### src/rtl/vigna_prefetch_if.sv
// Instruction prefetch bundle for the vigna core.
// Groups the i-bus request/response, the decode-side FIFO head, the redirect
// request and the occupancy count into one interface.
//   master : the prefetch unit (drives i_valid/i_addr and the FIFO head side)
//   slave  : the environment (i-bus memory, core decode stage, branch unit)
interface vigna_prefetch_if #(
    parameter int DEPTH = 4
);
    localparam int CW = $clog2(DEPTH + 1);

    // i-bus
    logic          i_valid;
    logic          i_ready;
    logic [31:0]   i_addr;
    logic [31:0]   i_rdata;
    // decode side
    logic          inst_valid;
    logic          inst_ready;
    logic [31:0]   inst;
    logic [31:0]   inst_pc;
    // redirect
    logic          redirect_valid;
    logic [31:0]   redirect_addr;
    // occupancy
    logic [CW-1:0] count;

    modport master (
        output i_valid, i_addr, inst_valid, inst, inst_pc, count,
        input  i_ready, i_rdata, inst_ready, redirect_valid, redirect_addr
    );

    modport slave (
        input  i_valid, i_addr, inst_valid, inst, inst_pc, count,
        output i_ready, i_rdata, inst_ready, redirect_valid, redirect_addr
    );
endinterface

### src/rtl/vigna_prefetch.sv
// Instruction prefetch unit for the vigna core.
// Fetches words back-to-back on the i-bus into a DEPTH-entry {pc, inst}
// FIFO whose head feeds the decode stage. A redirect flushes the FIFO and
// restarts fetching at the new pc; a request already on the bus when the
// redirect arrives is completed and its data thrown away.
// Ports:
//   clk   : clock, all state on posedge
//   reset : asynchronous active-high reset
//   bus   : vigna_prefetch_if.master (i-bus, FIFO head, redirect, count)
module vigna_prefetch #(
    parameter logic [31:0] RESET_ADDR = 32'h0000_0000,
    parameter int          DEPTH      = 4
) (
    input  logic              clk,
    input  logic              reset,
    vigna_prefetch_if.master  bus
);
    localparam int PW = $clog2(DEPTH);
    localparam int CW = $clog2(DEPTH + 1);

    logic          i_valid_q, i_valid_d;
    logic [31:0]   fetch_pc_q, fetch_pc_d;
    logic [31:0]   hold_addr_q, hold_addr_d;
    logic          drop_q, drop_d;
    logic [CW-1:0] count_q, count_d;
    logic [PW-1:0] wr_ptr_q, wr_ptr_d;
    logic [PW-1:0] rd_ptr_q, rd_ptr_d;

    logic [31:0]   pc_mem   [DEPTH];
    logic [31:0]   inst_mem [DEPTH];

    logic          handshake;
    logic          push;
    logic          pop;
    logic          head_valid;
    logic [CW-1:0] count_next;

    assign handshake  = i_valid_q & bus.i_ready;
    assign push       = handshake & ~drop_q & ~bus.redirect_valid;
    assign head_valid = (count_q != '0) & ~bus.redirect_valid;
    assign pop        = head_valid & bus.inst_ready;
    assign count_next = count_q + CW'(push) - CW'(pop);

    // While a dropped request is still outstanding the bus must keep showing
    // its original address, even though fetch_pc already holds the redirect
    // target.
    assign bus.i_valid    = i_valid_q;
    assign bus.i_addr     = drop_q ? hold_addr_q : fetch_pc_q;
    assign bus.inst_valid = head_valid;
    assign bus.inst       = inst_mem[rd_ptr_q];
    assign bus.inst_pc    = pc_mem[rd_ptr_q];
    assign bus.count      = count_q;

    always_comb begin
        i_valid_d   = i_valid_q;
        fetch_pc_d  = fetch_pc_q;
        hold_addr_d = hold_addr_q;
        drop_d      = drop_q;
        count_d     = count_next;
        wr_ptr_d    = wr_ptr_q + PW'(push);
        rd_ptr_d    = rd_ptr_q + PW'(pop);

        if (bus.redirect_valid) begin
            count_d    = '0;
            wr_ptr_d   = '0;
            rd_ptr_d   = '0;
            fetch_pc_d = bus.redirect_addr & 32'hFFFF_FFFC;
            i_valid_d  = 1'b1;
            if (i_valid_q && !bus.i_ready) begin
                // Request stuck on the bus: finish it later and discard data.
                // A second redirect keeps the originally captured address.
                drop_d = 1'b1;
                if (!drop_q) begin
                    hold_addr_d = fetch_pc_q;
                end
            end else begin
                drop_d = 1'b0;
            end
        end else if (handshake) begin
            if (drop_q) begin
                // Stale response retired; restart at the redirect target.
                drop_d    = 1'b0;
                i_valid_d = 1'b1;
            end else begin
                fetch_pc_d = fetch_pc_q + 32'd4;
                i_valid_d  = (count_next < CW'(DEPTH));
            end
        end else if (!i_valid_q) begin
            i_valid_d = (count_next < CW'(DEPTH));
        end
    end

    always_ff @(posedge clk or posedge reset) begin
        if (reset) begin
            i_valid_q   <= 1'b0;
            fetch_pc_q  <= RESET_ADDR;
            hold_addr_q <= RESET_ADDR;
            drop_q      <= 1'b0;
            count_q     <= '0;
            wr_ptr_q    <= '0;
            rd_ptr_q    <= '0;
        end else begin
            i_valid_q   <= i_valid_d;
            fetch_pc_q  <= fetch_pc_d;
            hold_addr_q <= hold_addr_d;
            drop_q      <= drop_d;
            count_q     <= count_d;
            wr_ptr_q    <= wr_ptr_d;
            rd_ptr_q    <= rd_ptr_d;
        end
    end

    // FIFO storage: contents are only meaningful below count, so no reset.
    genvar gi;
    generate
        for (gi = 0; gi < DEPTH; gi++) begin : g_entry
            always_ff @(posedge clk) begin
                if (push && (wr_ptr_q == PW'(gi))) begin
                    pc_mem[gi]   <= fetch_pc_q;
                    inst_mem[gi] <= bus.i_rdata;
                end
            end
        end
    endgenerate
endmodule

### src/flat_wrapper.sv
// flat-port wrapper written by rule: the top's interface ports become plain ports
module vigna_prefetch_flat 
#(
    parameter logic [31:0] RESET_ADDR = 32'h0000_0000,
    parameter int          DEPTH      = 4
)
  (clk, reset, bus_i_valid, bus_i_addr, bus_inst_valid, bus_inst, bus_inst_pc, bus_count, bus_i_ready, bus_i_rdata, bus_inst_ready, bus_redirect_valid, bus_redirect_addr);
  vigna_prefetch_if #(.DEPTH(DEPTH)) bus_i ();
  input  logic clk;
  input  logic reset;
  output wire logic [$bits(bus_i.i_valid)-1:0] bus_i_valid;
  output wire logic [$bits(bus_i.i_addr)-1:0] bus_i_addr;
  output wire logic [$bits(bus_i.inst_valid)-1:0] bus_inst_valid;
  output wire logic [$bits(bus_i.inst)-1:0] bus_inst;
  output wire logic [$bits(bus_i.inst_pc)-1:0] bus_inst_pc;
  output wire logic [$bits(bus_i.count)-1:0] bus_count;
  input wire logic [$bits(bus_i.i_ready)-1:0] bus_i_ready;
  input wire logic [$bits(bus_i.i_rdata)-1:0] bus_i_rdata;
  input wire logic [$bits(bus_i.inst_ready)-1:0] bus_inst_ready;
  input wire logic [$bits(bus_i.redirect_valid)-1:0] bus_redirect_valid;
  input wire logic [$bits(bus_i.redirect_addr)-1:0] bus_redirect_addr;
  assign bus_i_valid = bus_i.i_valid;
  assign bus_i_addr = bus_i.i_addr;
  assign bus_inst_valid = bus_i.inst_valid;
  assign bus_inst = bus_i.inst;
  assign bus_inst_pc = bus_i.inst_pc;
  assign bus_count = bus_i.count;
  assign bus_i.i_ready = bus_i_ready;
  assign bus_i.i_rdata = bus_i_rdata;
  assign bus_i.inst_ready = bus_inst_ready;
  assign bus_i.redirect_valid = bus_redirect_valid;
  assign bus_i.redirect_addr = bus_redirect_addr;
  vigna_prefetch #(.RESET_ADDR(RESET_ADDR), .DEPTH(DEPTH)) u_core (.clk(clk), .reset(reset), .bus(bus_i));
endmodule
### config.mk
export PLATFORM = sky130hd
export DESIGN_NAME = vigna_prefetch_flat
export DESIGN_NICKNAME = d
export VERILOG_FILES = /design/src/rtl/vigna_prefetch_if.sv /design/src/rtl/vigna_prefetch.sv /design/src/flat_wrapper.sv
export SDC_FILE = /design/constraint.sdc
export NUM_CORES = 1
export LEC_CHECK = 0
export ABC_AREA = 1
export CORE_ASPECT_RATIO = 1.4
export CORE_MARGIN = 10
export CORE_UTILIZATION = 55
export DETAILED_ROUTE_END_ITERATION = 8
export HOLD_SLACK_MARGIN = 0.08
export PLACE_DENSITY_LB_ADDON = 0.08
export SYNTH_ARGS = -nofsm -noshare
export SYNTH_HDL_FRONTEND = slang
export SYNTH_SLANG_ARGS = --single-unit
### constraint.sdc
create_clock -name clk -period 7.86 [get_ports clk]
set_input_delay 0.786 -clock clk [delete_from_list [all_inputs] [get_ports clk]]
set_output_delay 0.786 -clock clk [all_outputs]
set_load 0.01 [all_outputs]
# After elaboration in Yosys (flattened, before gate mapping)
# Memories as Yosys holds them, arrays and structs flattened.
# Index checks and enable logic that the tools add are counted.
word_totals:
  elab_cells: 83
  register_bits: 73
  n_memories: 2
  inputBits: 69
  mem_bits_rw: 256
  out_inout_bits: 101
mem_list:
  columns: ["name", "words", "word_bits", "rd", "rd_clocked_by_memory_dff", "wr", "line", "rtl"]
  rows:
  - ["u_core.inst_mem", 4, 32, 1, 0, 1, "vigna_prefetch.sv:30", "logic [31:0] inst_mem [DEPTH];"]
  - ["u_core.pc_mem", 4, 32, 1, 0, 1, "vigna_prefetch.sv:29", "logic [31:0] pc_mem [DEPTH];"]
op_classes:
  n_bitwise: 7
  muxes: 40
  eq_ne: 4
  reduce_logical: 17
  order_cmp: 1
  n_addsub: 5
ops:
  columns: ["operator", "count"]
  rows:
  - ["two-way mux 32 bit", 10]
  - ["OR reduction 32 bit", 6]
  - ["adder 32 x 3 -> 32 bit, second input constant", 1]
  - ["two-way mux 1 bit", 21]
  - ["two-way mux 2 bit", 8]
  - ["AND 1 bit", 5]
  - ["logical AND 1 bit", 5]
  - ["adder 2 x 1 -> 2 bit", 2]
  - ["equality test 2 bit, second input constant", 2]
  - ["AND reduction 2 bit", 2]
  - ["adder 3 x 1 -> 3 bit", 1]
  - ["< comparator 3 bit, second input constant", 1]
  - ["two-way mux 3 bit", 1]
  - ["nonzero test 3 bit", 1]
  - ["subtractor 3 x 1 -> 3 bit", 1]
  - ["equality test 2 x 1 -> 1 bit, second input constant", 1]
  - ["zero test 2 bit", 1]
  - ["!= test 2 bit, second input constant", 1]
  - ["NOT 1 bit", 2]
  - ["nonzero test 2 bit", 1]
  - ["zero test 1 bit", 1]

# Longest topological paths before layout
logic_depth:
  depth_word: 10
  ltp_mapped: 11
  mapped_depth_nobuf: 11

# Worst setup path before layout
# OpenSTA, ideal clock, no wires.
synth_path:
  kind: "input port to flip-flop"
  start: "input bus_i_ready"
  end: "memory u_core.inst_mem[0][0], enable pin"
  stages: 5
  required_time_ns: 7.302
  t_arrival_ns: 5.576
  n_path_buf: 1
  slack_ns: 1.726
  cell_sequence: "nand2_1 -> nor2_4 -> nand2_1 -> clkbuf_1 -> nor3_1"
synth_between:
  elab_chain_cells: 10
synth_rtl:
  columns: ["item", "line", "rtl"]
  rows:
  - ["start, declared", "flat_wrapper.sv:17", "input wire logic [$bits(bus_i.i_ready)-1:0] bus_i_ready;"]
  - ["AND 1 bit *", "vigna_prefetch.sv:38", "assign handshake = i_valid_q & bus.i_ready;"]
  - ["AND 1 bit * (2 in a row)", "vigna_prefetch.sv:39", "assign push = handshake & ~drop_q & ~bus.redirect_valid;"]
  - ["logical AND 1 bit", "vigna_prefetch.sv:118", "if (push && (wr_ptr_q == PW'(gi))) begin"]
  - ["two-way mux 1 bit", "vigna_prefetch.sv:118", null]
  - ["two-way mux 1 bit (not written as such)", "vigna_prefetch.sv:120", "inst_mem[gi] <= bus.i_rdata;"]
  - ["OR reduction 32 bit (no line)", null, null]
  - ["two-way mux 2 bit (no line) or two-way mux 1 bit (tied branches) (3 in a row)", null, null]
  - ["end, declared", "vigna_prefetch.sv:30", null]
# Every way passes the cells marked *; elsewhere a longest branch is shown, timed or not.

# Final worst setup path
layout_path:
  start: "register u_core.rd_ptr_q[0]"
  end: "output bus_inst_pc[12]"
layout_between:
  elab_chain_cells: 1
layout_rtl:
  columns: ["item", "line", "rtl"]
  rows:
  - ["start, declared", "vigna_prefetch.sv:27", "logic [PW-1:0] rd_ptr_q, rd_ptr_d;"]
  - ["start signal, assigned", "vigna_prefetch.sv:109", "rd_ptr_q <= rd_ptr_d;"]
  - ["memory (4 x 32 bit)", null, null]
  - ["end, declared", "flat_wrapper.sv:15", "output wire logic [$bits(bus_i.inst_pc)-1:0] bus_inst_pc;"]
# No other way between the ends.

==> reports/results.ini <==
[floorplan]
die_h_um=203.5
dieArea_mm2=0.03075
start_util_pct=55.59
row_count=67
ios=170
coreArea_mm2=0.02381
die_w_um=151.1

[clock_tree]
cts_setup_buffers=0
cts_tree=built
clkTransAtPathRegs_ns=0.06
cts_resized=0
clk_latency_ns=0.53
clockRootBuffer=clkbuf_16
cts_htree_levels=1
ctsHoldBuffers=0
cts_made_buffers=29
clock_tree.buffer_depth=3
cts.sinks=319

[setup_path]
arrival_ns=3.71
worstPathRequired_ns=7.07
start_kind=flop
crit_fanout=68
end_kind=output port
crit_type=flop to output port

[detailed_routing]
dr.pass1.iters=5
drt_iter0_markers=536
routed_wl_mm=30.23
vias_per_cell=5.475
vias=9083
ant_nets=0
drt-wirelength-per-cell_um=18.22
drc=0

[synthesis]
synth_seq_area_share_pct=69.70
synth-seq-cells=319
yosys_warnings=0
synth_area_mm2=0.01323
synth_cell_types=31
syn_inst=1182
avgSynthCellArea_um2=11.20

[placement]
io_buffers=165
dpl.cell_count=1606
placed_area_mm2=0.01510
pre_cts_slack_ns=3.840
globalplace.congestion=0.8504
dpl.hpwl_mm=17.95

[sta]
fin_crit_sh_pct=57.18
setup_viol=0
fin_setup_tns_ns=0
fmax_mhz=222.5
timing.final.ws_setup_ns=3.366
finalHoldViolCount=0
rsz0062_at_grt=false
min_period_ns=4.494
fin_skew_ns=0.01029
tightest_slew_ns=1.200
slew_headroom_pct=19.89
maxSlewViolCount=0

[grt]
grt_pass1_vias=8841
antenna_found_initial=0
grt_overflow=0
grt_max_degree=72
grt_use_total_pct=19.05
grt_pass1_wl_mm=46.37

[power_and_ir_drop]
p_per_area_mw_per_mm2=274.0
irDropWorstVdd_uv=172.5
cellLeakagePower_nw=5.944

[final_layout]
drive_gt1_share_pct=6.004
num_antenna_cells=0
final_area_mm2=0.01607
final_cell_mix=248 x edfxtp_1, 223 x nand2_1, 175 x o21ai_0
nNetsFinal=1402
stdcell_count=1659
final_common_cell=edfxtp_1
syn_to_final_growth_pct=21.41

[outcome]
status=complete, no violations

[worst_hold_path]
hold_path.class=flop to flop

[job]
drv_cap=0

-- layout make-up --
| class | instances | area (µm²) |
|---|---|---|
| Timing Repair Buffer | 177 | 1742 |
| Sequential cell | 319 | 9229 |
| Multi-Input combinational cell | 738 | 3512 |
| Clock buffer | 42 | 824.5 |
| Inverter | 62 | 234.0 |
| Clock inverter | 11 | 137.6 |
| Tap cell | 310 | 387.9 |
| Fill cell | 1820 | 7741 |
-- routing by layer --
metal / share of wire (%) / routed length, µm / GRT usage [%]
met1: 41 / 12320 / 23.02
met2: 50 / 15120 / 32.75
met3: 6.2 / 1867 / 3.726
met4: 3.1 / 924 / 7.443
met5: 0 / 0 / 0
-- sequential cells by signal (all words and copies together), names as in the netlist --
signal,count
u_core.inst_mem,128
u_core.pc_mem,120
u_core.hold_addr_q,32
u_core.fetch_pc_q,30
u_core.bus.count,3
u_core.rd_ptr_q,2
u_core.wr_ptr_q,2
u_core.bus.i_valid,1
u_core.drop_q,1
-- synthesized netlist by cell type --
| cell type | n | area, µm² |
|---|---|---|
| edfxtp_1 | 248 | 7447 |
| nand2_1 | 223 | 837.1 |
| o21ai_0 | 175 | 875.8 |
| nor2_1 | 167 | 626.9 |
| dfrtp_1 | 71 | 1777 |
| o22ai_1 | 62 | 387.9 |
| inv_1 | 61 | 229.0 |
| clkbuf_1 | 40 | 150.1 |
| nand3_1 | 33 | 165.2 |
| a22oi_1 | 21 | 157.7 |
| buf_2 | 12 | 60.06 |
| xor2_1 | 10 | 87.58 |
| buf_4 | 9 | 67.56 |
| nor2_2 | 7 | 43.79 |
| nor3_1 | 7 | 35.03 |
| a21oi_1 | 5 | 25.02 |
| ha_1 | 5 | 62.56 |
| nor2_4 | 5 | 56.30 |
| nand2_2 | 4 | 25.02 |
| buf_1 | 3 | 11.26 |
| o21a_1 | 3 | 22.52 |
| xnor2_1 | 2 | 17.52 |
| a21boi_0 | 1 | 7.510 |
| a31oi_1 | 1 | 6.260 |
| and2_1 | 1 | 6.260 |
| conb_1 | 1 | 3.750 |
| fa_1 | 1 | 20.02 |
| inv_2 | 1 | 3.750 |
| nand3b_1 | 1 | 7.510 |
| nand4_1 | 1 | 6.260 |
| o21ai_1 | 1 | 5.000 |
-- where the power goes --
group	switching, mW	leakage [nW]	internal, mW
registers	0.128	3.14	1.98
clock network	0.571	0.469	0.826
logic	0.492	2.34	0.404
-- final timing paths --
check	start	endpoint	slack (ns)	depth (start not counted)
worst min register to register	u_core.hold_addr_q[30]$_DFFE_PP0P_	u_core.hold_addr_q[30]$_DFFE_PP0P_	0.48	2
worst max register to register	u_core.drop_q$_DFFE_PP0P_	u_core.bus.i_valid$_DFF_PP0_	4.95	10
worst max-delay path	u_core.rd_ptr_q[0]$_DFF_PP0_	bus_inst_pc[12]	3.37	5
min in group asynchronous	reset	u_core.hold_addr_q[15]$_DFFE_PP0P_	0.85	3
worst min-delay path	u_core.hold_addr_q[30]$_DFFE_PP0P_	u_core.hold_addr_q[30]$_DFFE_PP0P_	0.48	2
max in group asynchronous	reset	u_core.rd_ptr_q[0]$_DFF_PP0_	6.31	3
-- worst max-delay path, cell delays in order (launching register included) --
cell and delay [ns]:
dfrtp_4 0.71, clkinv_2 0.64, buf_4 0.65, o21ai_0 0.16, o22ai_1 0.36, clkdlybuf4s50_1 0.63
-- cell families (layout without fill, tap and decap cells) --
group                      Yosys count  after routing  share of synthesized area [%]
AOI/OAI and AO/OA                  269            269                          11.24
adders and majority gates            6              6                         0.6240
other                                1              2                        0.02834
DFF                                319            319                          69.70
xor gates and xnor gates            12             12                         0.7942
and+or+nand+nor                    449            449                          13.67
buffers and inverters              126            292                          3.942
-- through the flow --
stage	hold WS [ns]	utilization, %	power [mW]
6_report	0.4782	67.48	4.402
5_1_grt	0.4966	67.48	4.598
4_1_cts	0.4819	67.48	4.442
3_5_place_dp	0.4648	63.44	3.049
3_3_place_gp	0.4609	63.44	3.034
2_1_floorplan	0.4488	-	2.588
No activity file was read; power rests on OpenSTA's default activity.
